$ cat src/rtl/simple_acc_reducer.sv
`default_nettype none
// ============================================================================
//  Module      : simple_acc_reducer
//  Description : Lane-wise accumulator that sums a programmable number of
//                consecutive multiplier result vectors and presents the total
//                on a valid-ready output.
//  Revision    : 1.0 - initial release
// ============================================================================
module simple_acc_reducer #(
    parameter int SpatPar   = 4,
    parameter int DataWidth = 64,
    parameter int CntWidth  = 8
) (
    input  logic                           clk_i,
    input  logic                           rst_ni,
    input  logic [CntWidth-1:0]            acc_len_i,
    input  logic [SpatPar*DataWidth-1:0]   data_i,
    input  logic                           data_valid_i,
    output logic                           data_ready_o,
    output logic [SpatPar*DataWidth-1:0]   acc_o,
    output logic                           acc_valid_o,
    input  logic                           acc_ready_i,
    output logic                           busy_o
);

    localparam logic [0:0] c_ST_ACCUM  = 1'b0;
    localparam logic [0:0] c_ST_OUTPUT = 1'b1;

    logic [0:0]           r_state;
    logic [0:0]           w_state_nxt;
    logic [CntWidth-1:0]  r_cnt;
    logic [CntWidth-1:0]  r_len;
    logic [CntWidth-1:0]  w_len_eff;
    logic [CntWidth-1:0]  w_cur_len;
    logic [DataWidth-1:0] r_acc [SpatPar];
    logic                 w_beat;
    logic                 w_first;
    logic                 w_last;
    logic                 w_out_hs;

    assign acc_valid_o  = (r_state == c_ST_OUTPUT);
    // Ready only waits on the consumer while a result is being held.
    assign data_ready_o = (r_state == c_ST_ACCUM) ? 1'b1 : acc_ready_i;
    assign busy_o       = (r_cnt != '0);

    assign w_beat    = data_valid_i && data_ready_o;
    assign w_out_hs  = acc_valid_o && acc_ready_i;
    assign w_first   = (r_cnt == '0);
    assign w_len_eff = (acc_len_i == '0) ? CntWidth'(1) : acc_len_i;
    // The group length is the live input on the first beat, the latched one after.
    assign w_cur_len = w_first ? w_len_eff : r_len;
    assign w_last    = (r_cnt == (w_cur_len - CntWidth'(1)));

    always_comb begin
        w_state_nxt = r_state;
        if (w_beat && w_last) begin
            w_state_nxt = c_ST_OUTPUT;
        end else if (w_out_hs) begin
            w_state_nxt = c_ST_ACCUM;
        end
    end

    always_ff @(posedge clk_i) begin
        if (!rst_ni) begin
            r_state <= c_ST_ACCUM;
            r_cnt   <= '0;
            r_len   <= CntWidth'(1);
        end else begin
            r_state <= w_state_nxt;
            if (w_beat) begin
                r_cnt <= w_last ? '0 : (r_cnt + CntWidth'(1));
                if (w_first) begin
                    r_len <= w_len_eff;
                end
            end
        end
    end

    for (genvar i = 0; i < SpatPar; i++) begin : g_lane
        always_ff @(posedge clk_i) begin
            if (!rst_ni) begin
                r_acc[i] <= '0;
            end else if (w_beat) begin
                r_acc[i] <= w_first ? data_i[i*DataWidth +: DataWidth]
                                    : r_acc[i] + data_i[i*DataWidth +: DataWidth];
            end
        end
        assign acc_o[i*DataWidth +: DataWidth] = r_acc[i];
    end

endmodule
`default_nettype wire

$ cat config.mk
export PLATFORM = sky130hd
export DESIGN_NAME = simple_acc_reducer
export DESIGN_NICKNAME = d
export VERILOG_FILES = /design/src/rtl/simple_acc_reducer.sv
export SDC_FILE = /design/constraint.sdc
export NUM_CORES = 1
export LEC_CHECK = 0
export ABC_AREA = 0
export CAP_MARGIN = 30
export CORE_MARGIN = 2
export CORE_UTILIZATION = 38
export CTS_BUF_LIST = sky130_fd_sc_hd__clkbuf_8
export CTS_CLUSTER_SIZE = 16
export DETAILED_ROUTE_END_ITERATION = 10
export PLACE_DENSITY = 0.72
export SLEW_MARGIN = 30
export SYNTH_ARGS = -nofsm -noshare
export SYNTH_HDL_FRONTEND = slang
export SYNTH_SLANG_ARGS = --single-unit
$ cat constraint.sdc
create_clock -name clk_i -period 20.2 [get_ports clk_i]
set_clock_uncertainty 0.2 [all_clocks]
set_input_delay 3.03 -clock clk_i [delete_from_list [all_inputs] [get_ports clk_i]]
set_output_delay 3.03 -clock clk_i [all_outputs]
set_load 0.02 [all_outputs]
==> results of run 1 <==
[registers in the layout, summed over array words and instances (netlist names)]
signal,cells
acc_valid_o,1
r_cnt,8
r_len,8
r_acc,256
[per-stage QoR]
step           utilization  power [mW]
6_report             0.488        2.43
5_1_grt              0.488        2.57
4_1_cts              0.487        2.44
3_5_place_dp         0.471        1.81
3_3_place_gp         0.471        1.81
2_1_floorplan            -        1.46
[critical path, cell delays in order]
cell and delay, ns:
clkdlybuf4s50_1 0.44, nand2b_1 0.16, clkdlybuf4s50_1 0.63
[cell usage in the layout, fill, tap and decap left out, drive strengths merged, types with 37 or more instances in the layout]
cell type        n
o21ai          220
edfxtp         256
a31oi           37
nand3           68
o21bai          52
nand2          556
a21o           175
clkbuf          63
xnor2          132
a21oi          431
a211oi          56
clkdlybuf4s50  526
inv             84
ha             255
xor2           103
nand4           59
nor2           168
[power by group]
part | switching (mW) | internal (mW)
registers | 0.0442 | 0.688
logic | 0.632 | 0.455
clock network | 0.284 | 0.322
total | 0.960 | 1.47
[how the worst min path moves through the flow]
stage / startpoint / to / slack, ns / depth (start not counted)
after global placement: r_len[7]$_SDFFE_PN0P_ / r_len[7]$_SDFFE_PN0P_ / 0.26 / 2
after floorplan: r_len[7]$_SDFFE_PN0P_ / r_len[7]$_SDFFE_PN0P_ / 0.24 / 2
after detailed placement: r_len[7]$_SDFFE_PN0P_ / r_len[7]$_SDFFE_PN0P_ / 0.26 / 2
final: r_len[7]$_SDFFE_PN0P_ / r_len[7]$_SDFFE_PN0P_ / 0.28 / 2
after global routing: r_len[7]$_SDFFE_PN0P_ / r_len[7]$_SDFFE_PN0P_ / 0.30 / 2
after CTS: r_len[7]$_SDFFE_PN0P_ / r_len[7]$_SDFFE_PN0P_ / 0.28 / 2
[metal layers]
metal	GRT usage	up-vias	wire length [um]
met5	0	-	50
met1	0.317	12400	39600
li1	-	12800	-
met4	0.0837	8	2920
met2	0.404	875	42000
met3	0.0551	164	6920
[area by class of cell]
type | count | area [um^2]
Inverter | 67 | 256
Multi-Input combinational cell | 2712 | 17500
Clock inverter | 40 | 245
Antenna cell | 7 | 17.5
Clock buffer | 63 | 867
Sequential cell | 273 | 8030
Fill cell | 6589 | 35100
Tap cell | 931 | 1160
Timing Repair Buffer | 543 | 5430
[cells by family after synthesis]
group | count (synthesis)
xor gates and xnor gates | 235
adders and majority gates | 259
DFF | 273
muxes | 16
buffers and inverters | 234
and+or+nand+nor | 1050
AOI/OAI and AO/OA | 1152
==> results.sh, run 1 <==
export IMPL_die_area_um2=71500
export IMPL_detail_route_antenna_nets=0
export IMPL_tns_ns=0
export IMPL_end_kind="primary output"
export IMPL_synthCells=3219
export IMPL_fin_area_um2=33500
export IMPL_synth_area_leaders="edfxtp_1 (29%), ha_1 (12%), a21oi_1 (8.2%)"
export IMPL_avgSynthCellArea_um2=8.19
export IMPL_synth_simple_area_share=0.179
export IMPL_post_cts_buffers=0
export IMPL_reg2reg_depth=14
export IMPL_grt_util_all_layers=0.246
export IMPL_drt_iter0_drc=1808
export IMPL_post_route_drc_count=0
export IMPL_synth_xor_xnor_area_share=0.0781
export IMPL_netlist_area_um2=26400
export IMPL_drtPass1Iterations=8
export IMPL_vias=26200
export IMPL_hpwl_um=68300
export IMPL_status="completed"
export IMPL_reg2reg_from="r_acc[1][0]$_SDFFCE_PN0P_"
export IMPL_cap_violations=0
export IMPL_wirelength_um=91500
export IMPL_yosys_top_cells_count="nand2_1 (555), a21oi_1 (431), edfxtp_1 (256), ha_1 (255), a21o_1 (175)"
export IMPL_dp_cells=4525
export IMPL_crit_fanout=5
export IMPL_start_util=0.384
export IMPL_syn_nets=3746
export IMPL_root_buffer="clkbuf_8"
export IMPL_whs_ns=0.283
export IMPL_htreeDepth=2
export IMPL_vdd_drop_max_v=0.0000486
export IMPL_p_per_area_nw_per_um2=72.5
export IMPL_clkSlewWorstSetupHoldPaths_ns=0.06
export IMPL_vias_per_cell=5.66
export IMPL_areaGrowthSynthToFinish_pct=27.0
export IMPL_max_freq_mhz=133
export IMPL_synth_top_area_frac=0.292
export IMPL_final_hold_viol_count=0
export IMPL_die_x_um=267
export IMPL_min_period_over_period=0.371
export IMPL_reg2reg_slack_ns=15.68
export IMPL_synth_top_area_cell="edfxtp_1"
export IMPL_finalMaxSlewViolations=0
export IMPL_cts_resized=0
export IMPL_cts_sinks=273
export IMPL_worstSetupStartpoint="acc_ready_i"
export IMPL_synth_edf_count=256
export IMPL_grt_pass1_vias=25200
export IMPL_grt_start_max_net_pins=164
export IMPL_synth_mux_area_frac=0.00626
export IMPL_ys_warn_count=0
export IMPL_clk_insertion_delay_late_ns=0.67
export IMPL_placed_area_um2=32300
export IMPL_grt_ovfl_total=0
export IMPL_tritoncts="yes"
export IMPL_worstMarginPinSlew_ns=1.00
export IMPL_rows=96
export IMPL_place_ws_ns=12.64
export IMPL_crit_type="input port to primary output"
export IMPL_worstReg2RegEnd="r_acc[1][62]$_SDFFCE_PN0P_"
export IMPL_die_height_um=267
export IMPL_max_slew_margin=0.328
export IMPL_port_buffers=526
export IMPL_synthFlopType="edfxtp_1"
export IMPL_arrival_ns=4.26
export IMPL_p_leak_nw=14.2
export IMPL_numCtsBuffers=58
export IMPL_hp_class="flop to flop"
export IMPL_endpoint="data_ready_o"
export IMPL_grt_antenna_before_repair=6
export IMPL_rsz0062_at_grt="false"
export IMPL_ys_seq_area_frac=0.304
export IMPL_place_congestion=0.942
export IMPL_worstPathRequired_ns=16.97
export IMPL_synth_fa_ha_area_frac=0.124
export IMPL_synth_compound_area_frac=0.274
export IMPL_ys_seq_elements=273
export IMPL_fin_ws_ns=12.71
export IMPL_clockBufferDepth=3
export IMPL_nNetsFinal=4182
export IMPL_synth_top_family_by_area="compound AO/OA/AOI/OAI gates"
export IMPL_hold_buffers=0
export IMPL_min_period_ns=7.49
export IMPL_grt_pass1_wl_um=140000
export IMPL_avgRoutedWirePerCell_um=19.7
export IMPL_layout_drive_gt1_share=0.0389
export IMPL_async_flop_share=0
export IMPL_design_core_area_um2=68600
export IMPL_synth_distinct_cells=94
export IMPL_start_kind="input port"
export IMPL_pin_count=527
export IMPL_synth_most_common_cell="nand2_1"
export IMPL_setup_viol=0
export IMPL_fin_cells=4636
Power figures use the tool's default switching activity.
==> run 2: changes to the inputs <==
Settings changed: PLACE_DENSITY 0.72 to 0.74.
Clock period 20.2 ns to 6.45 ns, I/O delays scaled along.
==> results.sh, run 2 (synthesized netlist as in run 1, its figures left out) <==
export IMPL_crit_chain="clkdlybuf4s50_1 -> ha_1 -> inv_1 -> fa_1 -> nor2b_1 -> o31ai_1 -> a21oi_1 -> o21ai_1 -> a41oi_2 -> a31oi_1 -> o41ai_2 -> a41oi_1 -> o31ai_1 -> xnor2_1 -> o21ai_1"
export IMPL_max_freq_mhz=221
export IMPL_clkSlewWorstSetupHoldPaths_ns=0.06
export IMPL_tritoncts="yes"
export IMPL_areaGrowthSynthToFinish_pct=26.9
export IMPL_arrival_ns=4.71
export IMPL_reg2reg_slack_ns=2.20
export IMPL_min_period_over_period=0.703
export IMPL_cap_violations=0
export IMPL_place_ws_ns=1.34
export IMPL_hpwl_um=68700
export IMPL_vias=26400
export IMPL_grt_ovfl_total=0
export IMPL_worstMarginPinSlew_ns=0.934
export IMPL_root_buffer="clkbuf_8"
export IMPL_layout_drive_gt1_share=0.0391
export IMPL_finalMaxSlewViolations=0
export IMPL_fin_area_um2=33500
export IMPL_final_cell_mix="nand2_1 (552), clkdlybuf4s50_1 (526), a21oi_1 (431)"
export IMPL_place_congestion=0.946
export IMPL_vdd_drop_max_v=0.000161
export IMPL_drtPass1Iterations=6
export IMPL_design_core_area_um2=68600
export IMPL_setup_viol=0
export IMPL_fin_ws_ns=1.92
export IMPL_die_area_um2=71500
export IMPL_multiInputGateArea_um2=17500
export IMPL_grt_pass1_vias=25100
export IMPL_pin_count=527
export IMPL_post_cts_buffers=0
export IMPL_htreeDepth=2
export IMPL_top_regs="r_acc: 256 flops, r_cnt: 8 flops, r_len: 8 flops"
export IMPL_grt_antenna_before_repair=17
export IMPL_reg2reg_from="r_cnt[0]$_SDFFE_PN0P_"
export IMPL_worstPathRequired_ns=6.63
export IMPL_max_stage_delay_ns=0.50
export IMPL_clk_insertion_delay_late_ns=0.66
export IMPL_worstReg2RegEnd="r_cnt[6]$_SDFFE_PN0P_"
export IMPL_drt_iter0_drc=2072
export IMPL_layout_commonest_cell="nand2_1"
export IMPL_endpoint="r_acc[1][124]$_SDFFCE_PN0P_"
export IMPL_reg2reg_depth=13
export IMPL_regMostFlops="r_acc"
export IMPL_grt_pass1_wl_um=139000
export IMPL_hp_class="flop to flop"
export IMPL_grt_util_all_layers=0.244
export IMPL_port_buffers=526
export IMPL_status="completed"
export IMPL_end_kind="flop"
export IMPL_total_power_mw=7.58
export IMPL_num_fill_cells=6565
export IMPL_max_slew_margin=0.377
export IMPL_min_period_ns=4.53
export IMPL_hold_buffers=0
export IMPL_die_height_um=267
export IMPL_post_route_drc_count=0
export IMPL_dp_cells=4530
export IMPL_path_depth=15
export IMPL_nNetsFinal=4185
export IMPL_crit_type="input port to flop"
export IMPL_p_per_area_nw_per_um2=227
export IMPL_avgRoutedWirePerCell_um=19.7
export IMPL_start_kind="input port"
export IMPL_vias_per_cell=5.69
export IMPL_grt_start_max_net_pins=96
export IMPL_final_hold_viol_count=0
export IMPL_start_util=0.384
export IMPL_tns_ns=0
export IMPL_rsz0062_at_grt="false"
export IMPL_worstSetupStartpoint="data_i[192]"
export IMPL_crit_family="compound AO/OA/AOI/OAI gates"
export IMPL_numCtsBuffers=56
export IMPL_fin_cells=4644
export IMPL_crit_fanout=4
export IMPL_cpMaxStageDelayCell="o41ai_2"
export IMPL_largest_reg_flops=256
export IMPL_die_x_um=267
export IMPL_cts_sinks=273
export IMPL_detail_route_antenna_nets=0
export IMPL_worst_path_buf_inv=2
export IMPL_whs_ns=0.272
export IMPL_clockBufferDepth=3
export IMPL_p_leak_nw=14.2
export IMPL_cts_resized=0
export IMPL_register_area_um2=8030
export IMPL_placed_area_um2=32300
export IMPL_rows=96
export IMPL_fin_util=0.488
export IMPL_wirelength_um=91500
-- run 2: changes by cell type in the layout (fill, tap and decap cells not counted), sizes merged --
cell / before / now
clkinv: 19 / 22
clkinvlp: 1 / 2
diode: 7 / 9
inv: 84 / 85
clkbuf: 63 / 59
buf: 17 / 22
-- run 2: metal layers --
metal | GRT usage | vias up | routed length (um)
met5 | 0 | - | 79
met4 | 0.0879 | 12 | 2780
met3 | 0.0590 | 161 | 7770
met2 | 0.397 | 987 | 42000
met1 | 0.315 | 12500 | 38900
li1 | - | 12800 | -
-- run 2: worst register-to-register path, delay by kind of cell (launching register included) --
| kind | cells | cell delay [ns] |
|---|---|---|
| buf+inv | 2 | 0.73 |
| simple gates | 6 | 1.75 |
| flops | 1 | 0.36 |
| compound gates | 3 | 0.71 |
| fa+ha+maj | 2 | 0.39 |
-- run 2: worst min path at each step --
stage | from | to | slack (ns) | cells after the start
6_report | r_len[7]$_SDFFE_PN0P_ | r_len[7]$_SDFFE_PN0P_ | 0.27 | 2
5_1_grt | r_len[0]$_SDFFE_PN1P_ | r_len[0]$_SDFFE_PN1P_ | 0.31 | 2
4_1_cts | r_len[7]$_SDFFE_PN0P_ | r_len[7]$_SDFFE_PN0P_ | 0.28 | 2
3_5_place_dp | r_len[7]$_SDFFE_PN0P_ | r_len[7]$_SDFFE_PN0P_ | 0.27 | 2
3_3_place_gp | r_len[7]$_SDFFE_PN0P_ | r_len[7]$_SDFFE_PN0P_ | 0.25 | 2
2_1_floorplan | r_len[7]$_SDFFE_PN0P_ | r_len[7]$_SDFFE_PN0P_ | 0.24 | 2
-- run 2: power breakdown --
part	leakage (nW)	total [mW]	internal, mW	switching [mW]
Combinational	10.6	3.41	1.43	1.99
Clock	0.621	1.87	0.963	0.906
Sequential	2.96	2.30	2.16	0.141
Total	14.2	7.58	4.55	3.03
-- run 2: final cells by class --
| class | instances | area share |
|---|---|---|
| multi-input combinational | 2712 | 0.522 |
| tap | 931 | 0.0348 |
| sequential | 273 | 0.240 |
| timing repair buffer | 548 | 0.163 |
| clock buffer | 59 | 0.0243 |
| inverter | 67 | 0.00774 |
| clock inverter | 45 | 0.00800 |
| antenna | 9 | 0.000673 |
